<file path="src/rtl/game_master_pkg.sv">
// Shared game-phase definitions for the sequencer, renderer and game logic.
package game_master_pkg;

    localparam int unsigned GM_STATE_W = 3;

    // Phase codes decoded by downstream blocks; 6 and 7 are never produced.
    typedef enum logic [GM_STATE_W-1:0] {
        ST_IDLE  = 3'd0,
        ST_PLAY  = 3'd1,
        ST_WON   = 3'd2,
        ST_OVER  = 3'd3,
        ST_PAUSE = 3'd4,
        ST_LCLR  = 3'd5
    } gm_state_e;

    function automatic int unsigned gm_max(input int unsigned a, input int unsigned b);
        return (a > b) ? a : b;
    endfunction

endpackage

</file>
<file path="src/rtl/game_master_fsm_edge_rise.sv">
// W-bit rising-edge detector: rise_o is combinational on the current input
// against the registered previous sample, so a rise is acted on at the same
// clock edge that first samples the input high.
module edge_rise #(
    parameter int unsigned W = 1
) (
    input  logic         clk_i,
    input  logic         rst_ni,
    input  logic [W-1:0] d_i,
    output logic [W-1:0] rise_o
);

    logic [W-1:0] prev_q;

    // History updates every cycle; rises in ignoring states are simply lost.
    always_ff @(posedge clk_i or negedge rst_ni) begin
        if (!rst_ni) prev_q <= '0;
        else         prev_q <= d_i;
    end

    assign rise_o = d_i & ~prev_q;

endmodule

</file>
<file path="src/rtl/game_master_fsm.sv">
// Top-level game sequencer: phase FSM, lives/level counters, phase timer and
// the score-clear / life-lost strobes towards the game logic.
module game_master_fsm
    import game_master_pkg::*;
#(
    parameter int unsigned SCORE_W        = 4,
    parameter int unsigned WIN_SCORE      = 10,
    parameter int unsigned LIVES          = 3,
    parameter int unsigned LEVELS         = 4,
    parameter int unsigned HOLD_CYCLES    = 50_000_000,
    parameter int unsigned ATTRACT_CYCLES = 500_000_000,
    localparam int unsigned LIV_W = $clog2(LIVES + 1),
    localparam int unsigned LVL_W = $clog2(LEVELS) | 1
) (
    input  logic               CLK,
    input  logic               RESET,
    input  logic               BTNU,
    input  logic               BTND,
    input  logic               BTNL,
    input  logic               BTNR,
    input  logic [SCORE_W-1:0] Current_score,
    input  logic               Game_over,
    output logic [2:0]         Master_state,
    output logic [LIV_W-1:0]   Lives,
    output logic [LVL_W-1:0]   Level,
    output logic               Score_clr,
    output logic               Life_lost
);

    localparam int unsigned TMR_MAX = gm_max(HOLD_CYCLES, ATTRACT_CYCLES);
    localparam int unsigned TMR_W   = ($clog2(TMR_MAX) > 0) ? $clog2(TMR_MAX) : 1;

    gm_state_e          state_q, state_d;
    logic [TMR_W-1:0]   timer_q, timer_d;
    logic [LIV_W-1:0]   lives_q, lives_d;
    logic [LVL_W-1:0]   level_q, level_d;
    logic               sclr_q, sclr_d;
    logic               llost_q, llost_d;

    logic [3:0]         rise;
    logic               rise_u, rise_d, rise_l, rise_go;
    logic               score_win, last_level, hold_done, attract_done;

    // BTNR is reserved and deliberately has no effect.
    logic               unused_btnr;
    assign unused_btnr = BTNR;

    edge_rise #(.W(4)) u_edge (
        .clk_i  (CLK),
        .rst_ni (RESET),
        .d_i    ({BTNU, BTND, BTNL, Game_over}),
        .rise_o (rise)
    );

    assign rise_u  = rise[3];
    assign rise_d  = rise[2];
    assign rise_l  = rise[1];
    assign rise_go = rise[0];

    assign score_win    = (32'(Current_score) >= WIN_SCORE);
    assign last_level   = (level_q == LVL_W'(LEVELS - 1));
    assign hold_done    = (timer_q == TMR_W'(HOLD_CYCLES - 1));
    assign attract_done = (timer_q == TMR_W'(ATTRACT_CYCLES - 1));

    // All state, counters and strobes are registered together.
    always_ff @(posedge CLK or negedge RESET) begin
        if (!RESET) begin
            state_q <= ST_IDLE;
            timer_q <= '0;
            lives_q <= '0;
            level_q <= '0;
            sclr_q  <= 1'b0;
            llost_q <= 1'b0;
        end else begin
            state_q <= state_d;
            timer_q <= timer_d;
            lives_q <= lives_d;
            level_q <= level_d;
            sclr_q  <= sclr_d;
            llost_q <= llost_d;
        end
    end

    // Next-state, counter and strobe decode; priorities follow the case order.
    always_comb begin
        state_d = state_q;
        timer_d = timer_q;
        lives_d = lives_q;
        level_d = level_q;
        sclr_d  = 1'b0;
        llost_d = 1'b0;

        case (state_q)
            ST_IDLE: begin
                if (rise_u) begin
                    state_d = ST_PLAY;
                    lives_d = LIV_W'(LIVES);
                    level_d = '0;
                    sclr_d  = 1'b1;
                end
            end

            ST_PLAY: begin
                if (rise_d) begin
                    state_d = ST_IDLE;
                end else if (score_win) begin
                    // A win masks a simultaneous life loss.
                    state_d = last_level ? ST_WON : ST_LCLR;
                end else if (rise_go) begin
                    if (lives_q == LIV_W'(1)) begin
                        state_d = ST_OVER;
                        lives_d = '0;
                    end else begin
                        lives_d = lives_q - LIV_W'(1);
                        llost_d = 1'b1;
                    end
                end else if (rise_l) begin
                    state_d = ST_PAUSE;
                end
            end

            ST_PAUSE: begin
                if (rise_d)               state_d = ST_IDLE;
                else if (rise_l || rise_u) state_d = ST_PLAY;
            end

            ST_LCLR: begin
                if (rise_d) begin
                    state_d = ST_IDLE;
                end else if (rise_u || hold_done) begin
                    state_d = ST_PLAY;
                    level_d = level_q + LVL_W'(1);
                    sclr_d  = 1'b1;
                end else if (timer_q != {TMR_W{1'b1}}) begin
                    timer_d = timer_q + TMR_W'(1);
                end
            end

            ST_WON, ST_OVER: begin
                if (rise_u) begin
                    state_d = ST_PLAY;
                    lives_d = LIV_W'(LIVES);
                    level_d = '0;
                    sclr_d  = 1'b1;
                end else if (rise_d || attract_done) begin
                    state_d = ST_IDLE;
                end else if (timer_q != {TMR_W{1'b1}}) begin
                    timer_d = timer_q + TMR_W'(1);
                end
            end

            default: begin
                state_d = ST_IDLE;
            end
        endcase

        // Every phase starts its timer from zero.
        if (state_d != state_q) timer_d = '0;
    end

    assign Master_state = state_q;
    assign Lives        = lives_q;
    assign Level        = level_q;
    assign Score_clr    = sclr_q;
    assign Life_lost    = llost_q;

endmodule
</file>
<file path="config.mk">
export PLATFORM = sky130hd
export DESIGN_NAME = game_master_fsm
export DESIGN_NICKNAME = d
export VERILOG_FILES = /design/src/rtl/game_master_pkg.sv /design/src/rtl/game_master_fsm_edge_rise.sv /design/src/rtl/game_master_fsm.sv
export SDC_FILE = /design/constraint.sdc
export NUM_CORES = 1
export LEC_CHECK = 0
export CAP_MARGIN = 15
export CORE_MARGIN = 10
export CORE_UTILIZATION = 37
export DETAILED_ROUTE_END_ITERATION = 16
export PLACE_DENSITY = 0.58
export SKIP_CTS_REPAIR_TIMING = 1
export SLEW_MARGIN = 30
export SYNTH_ARGS = -nofsm -noshare
export SYNTH_HDL_FRONTEND = slang
export SYNTH_SLANG_ARGS = --single-unit
</file>
<file path="constraint.sdc">
create_clock -name CLK -period 2.99 [get_ports CLK]
set_input_delay 0.598 -clock CLK [delete_from_list [all_inputs] [get_ports CLK]]
set_output_delay 0.598 -clock CLK [all_outputs]
set_load 0.02 [all_outputs]
</file>
==> metrics.md <==
| Metric | Value |
|---|---|
| Fraction of layout cells with a size suffix above 1 | `12.1%` |
| Critical path's top delay family | `simple AND/OR/NAND/NOR gates` |
| Worst-case reg-to-reg path depth | `7` |
| Total length of routed wires | `6550 um` |
| Power density normalized to cell area | `595 nW/um^2` |
| Critical path endpoint | `timer_q[1]` |
| HPWL after detailed placement | `4740 um` |
| Count of boundary I/O pins | `21` |
| Static leakage | `1.18 nW` |
| Layout filler cell count | `693` |
| Largest voltage drop on the vdd net | `353 uV` |
| Cells traversed along the worst timing path | `or4b_1, or4_1, or4_4, nand3_4, buf_4, mux2i_1, nor2_2` |
| Unrepaired setup endpoints after global routing | `no` |
| Iter 0 DRT Violations | `214` |
| Number of buffer cells added on primary ports | `18` |
| CP max stage delay | `0.55 ns` |
| Fin cells | `410` |
| Clock slew at reported path FFs | `0.09 ns` |
| Final hold violation count | `0` |
| Maximum achievable frequency | `368 MHz` |
| TritonCTS clock tree | `yes` |
| Area added between synthesis and finish | `18.0%` |
| Cell with the largest stage delay on the worst path | `sky130_fd_sc_hd__or4_4` |
| Overall die area | `10900 um^2` |
| Worst R2R Start | `timer_q[12]` |
| Transition time at the pin with the least slew margin | `0.561 ns` |
| Post-layout minimum cycle time | `2.72 ns` |
| Count of state elements after synthesis | `43` |
| Synth cell types | `49` |
| Count of flip-flops with a built-in enable after synthesis | `0` |
| Class of the most critical hold timing path | `in -> async` |
| Launching element type of the critical path | `register` |
| Overflow left after global routing | `0` |
| Crit Path Category | `reg -> reg` |
| Asr flop ratio synth | `100%` |
| Clock latency of the later-clocked register in the worst-skew pair | `0.30 ns` |
| Data arrival, critical path | `2.91 ns` |
| Placement Rows | `30` |
| Slack of the worst reg-to-reg path | `0.27 ns` |
| Yosys warns | `0` |
| Number of antenna-violating nets in the routed design | `0` |
| Endpoint type of the worst setup path | `register` |
| Global-route usage over all layers | `12.5%` |
| Period utilization | `90.9%` |
| Number of endpoints failing setup at the final stage | `0` |
| Average cell area after synthesis | `9.25 um^2` |
| Required time reported for the critical path endpoint | `3.19 ns` |
| Final Max Tran Viols | `0` |
| Via count normalized by instance count | `5.65` |
| Crit path buf inv count | `1` |
| Max-Cap Viols | `0` |
| Sequential area share after synthesis | `41.0%` |
| Antenna cells | `0` |
| Critical Path Source | `timer_q[12]` |
| Die width | `104 um` |
| Worst clock skew on the final layout | `0.0109 ns` |
| Final nets | `328` |
| Sink count of the clock tree | `43` |
| Vias in the first global route | `2268` |
| Detailed-route wire length per cell | `16.0 um` |
| Path length in cells of the critical path | `7` |
| Status | `completed` |
| Starting utilization of the core area | `38.4%` |
| Detailed-router iteration count before antenna repair | `4` |
| Number of antenna violations at the first check in global routing | `0` |
| Synthesized cell area | `2630 um^2` |
| Buffer levels on the longest clock path | `2` |
| Most used DFF post-synth | `sky130_fd_sc_hd__dfrtp_1` |
| Final TNS setup | `0 ns` |
| Most frequent standard cell in the layout excluding fill and tap cells | `sky130_fd_sc_hd__dfrtp_1` |
| Worst R2R End | `timer_q[1]` |
| Global-route wire length before repair | `11500 um` |
| Worst-path maximum fanout | `19` |
| H-Tree Depth | `2` |
| Maximum number of pins on one net before global-route repair | `44` |
| Net count of the mapped netlist | `299` |
| Global placement routability congestion | `0.887` |
| Commonest non-fill, non-tap cells in the layout | `43 x sky130_fd_sc_hd__dfrtp_1, 28 x sky130_fd_sc_hd__nor2_1, 20 x sky130_fd_sc_hd__nand3_1` |
| Inserted Clock Buffers | `5` |
| Die Height | `104 um` |
| Instance count of the mapped netlist | `284` |
| DR vias | `2318` |
| Root Buffer | `sky130_fd_sc_hd__clkbuf_8` |
| Area of the core | `6830 um^2` |
| Number of remaining DRC errors | `0` |
| Relative slew margins | `62.6%` |
| Cell count after placement | `402` |
power breakdown:
part | switching [mW] | internal, mW
registers | 0.0590 | 0.629
logic | 0.380 | 0.233
clock network | 0.208 | 0.333
worst min path at each step:
stage | depth (start not counted) | from | endpoint | slack [ns]
3_5_place_dp | 2 | Lives[1] | Lives[1] | 0.52
3_3_place_gp | 1 | Level[0] | Level[0] | 0.50
5_1_grt | 1 | RESET | Level[0] | 0.31
2_1_floorplan | 0 | RESET | Level[0] | 0.30
4_1_cts | 1 | RESET | Level[0] | 0.29
6_report | 1 | RESET | Level[0] | 0.27
stage by stage:
step	power (mW)	area (um^2)	worst slack, ns	hold slack, ns	util, %
2_1_floorplan	1.08	2630	0.364	0.302	-
3_3_place_gp	1.32	2960	0.0177	0.503	43.3
3_5_place_dp	1.32	2960	0.00115	0.518	43.4
4_1_cts	1.87	3100	0.260	0.292	45.3
5_1_grt	1.97	3100	0.136	0.305	45.3
6_report	1.84	3100	0.272	0.274	45.3
synthesized netlist by cell type (3+ instances only):
| cell | instances | area [um^2] |
|---|---|---|
| sky130_fd_sc_hd__a21oi_1 | 9 | 45.0 |
| sky130_fd_sc_hd__a21oi_2 | 7 | 61.3 |
| sky130_fd_sc_hd__and3_1 | 5 | 31.3 |
| sky130_fd_sc_hd__and4_1 | 6 | 52.6 |
| sky130_fd_sc_hd__clkbuf_1 | 9 | 33.8 |
| sky130_fd_sc_hd__dfrtp_1 | 43 | 1080 |
| sky130_fd_sc_hd__ha_1 | 4 | 50.1 |
| sky130_fd_sc_hd__inv_1 | 6 | 22.5 |
| sky130_fd_sc_hd__mux2i_1 | 4 | 40.0 |
| sky130_fd_sc_hd__nand2_1 | 14 | 52.6 |
| sky130_fd_sc_hd__nand3_1 | 20 | 100 |
| sky130_fd_sc_hd__nand4_1 | 17 | 106 |
| sky130_fd_sc_hd__nor2_1 | 28 | 105 |
| sky130_fd_sc_hd__nor2b_1 | 5 | 31.3 |
| sky130_fd_sc_hd__nor3_1 | 9 | 45.0 |
| sky130_fd_sc_hd__nor4_1 | 7 | 43.8 |
| sky130_fd_sc_hd__nor4b_1 | 3 | 26.3 |
| sky130_fd_sc_hd__o21a_1 | 3 | 22.5 |
| sky130_fd_sc_hd__o21ai_0 | 3 | 15.0 |
| sky130_fd_sc_hd__o21ai_1 | 7 | 35.0 |
| sky130_fd_sc_hd__o31ai_1 | 7 | 52.6 |
| sky130_fd_sc_hd__or3_1 | 9 | 56.3 |
| sky130_fd_sc_hd__or4_1 | 11 | 82.6 |
| sky130_fd_sc_hd__or4b_1 | 3 | 30.0 |
| sky130_fd_sc_hd__xnor2_1 | 5 | 43.8 |
| sky130_fd_sc_hd__xor2_1 | 10 | 87.6 |
routing by layer:
metal  part of all wire [%]  track usage (%)  vias to the layer above
met4                    1.6             4.08                        0
met1                     49             17.2                     1131
met3                    3.2             2.23                       10
met5                      0                0                        -
met2                     47             19.2                       46
li1                       -                -                     1131
flip-flops by register name (all words and copies together), names as in the netlist:
name / flops
timer_q: 29
u_edge.prev_q: 4
Level: 3
Master_state: 3
Lives: 2
Life_lost: 1
Score_clr: 1
layout make-up:
type,instances,area [um^2],share of cell area (%)
clock inverters,3,67.6,2.18
clock buffers,5,68.8,2.22
well taps,96,120,3.88
multi-input cells,222,1440,46.4
inverters,6,22.5,0.727
repair buffers,35,305,9.85
flip-flops and latches,43,1080,34.7
cells by family (layout without fill, tap and decap cells):
family,after synthesis,in the layout,share of synthesized area [%]
AND/OR/NAND/NOR,152,152,33.9
AO/OA/AOI/OAI,47,47,12.4
flip-flops,43,43,41.0
buffers and inverters,19,49,4.29
XOR/XNOR,15,15,5.00
adder cells (fa/ha/maj),4,4,1.91
multiplexers,4,4,1.52
(Power assumes the default switching activity.)
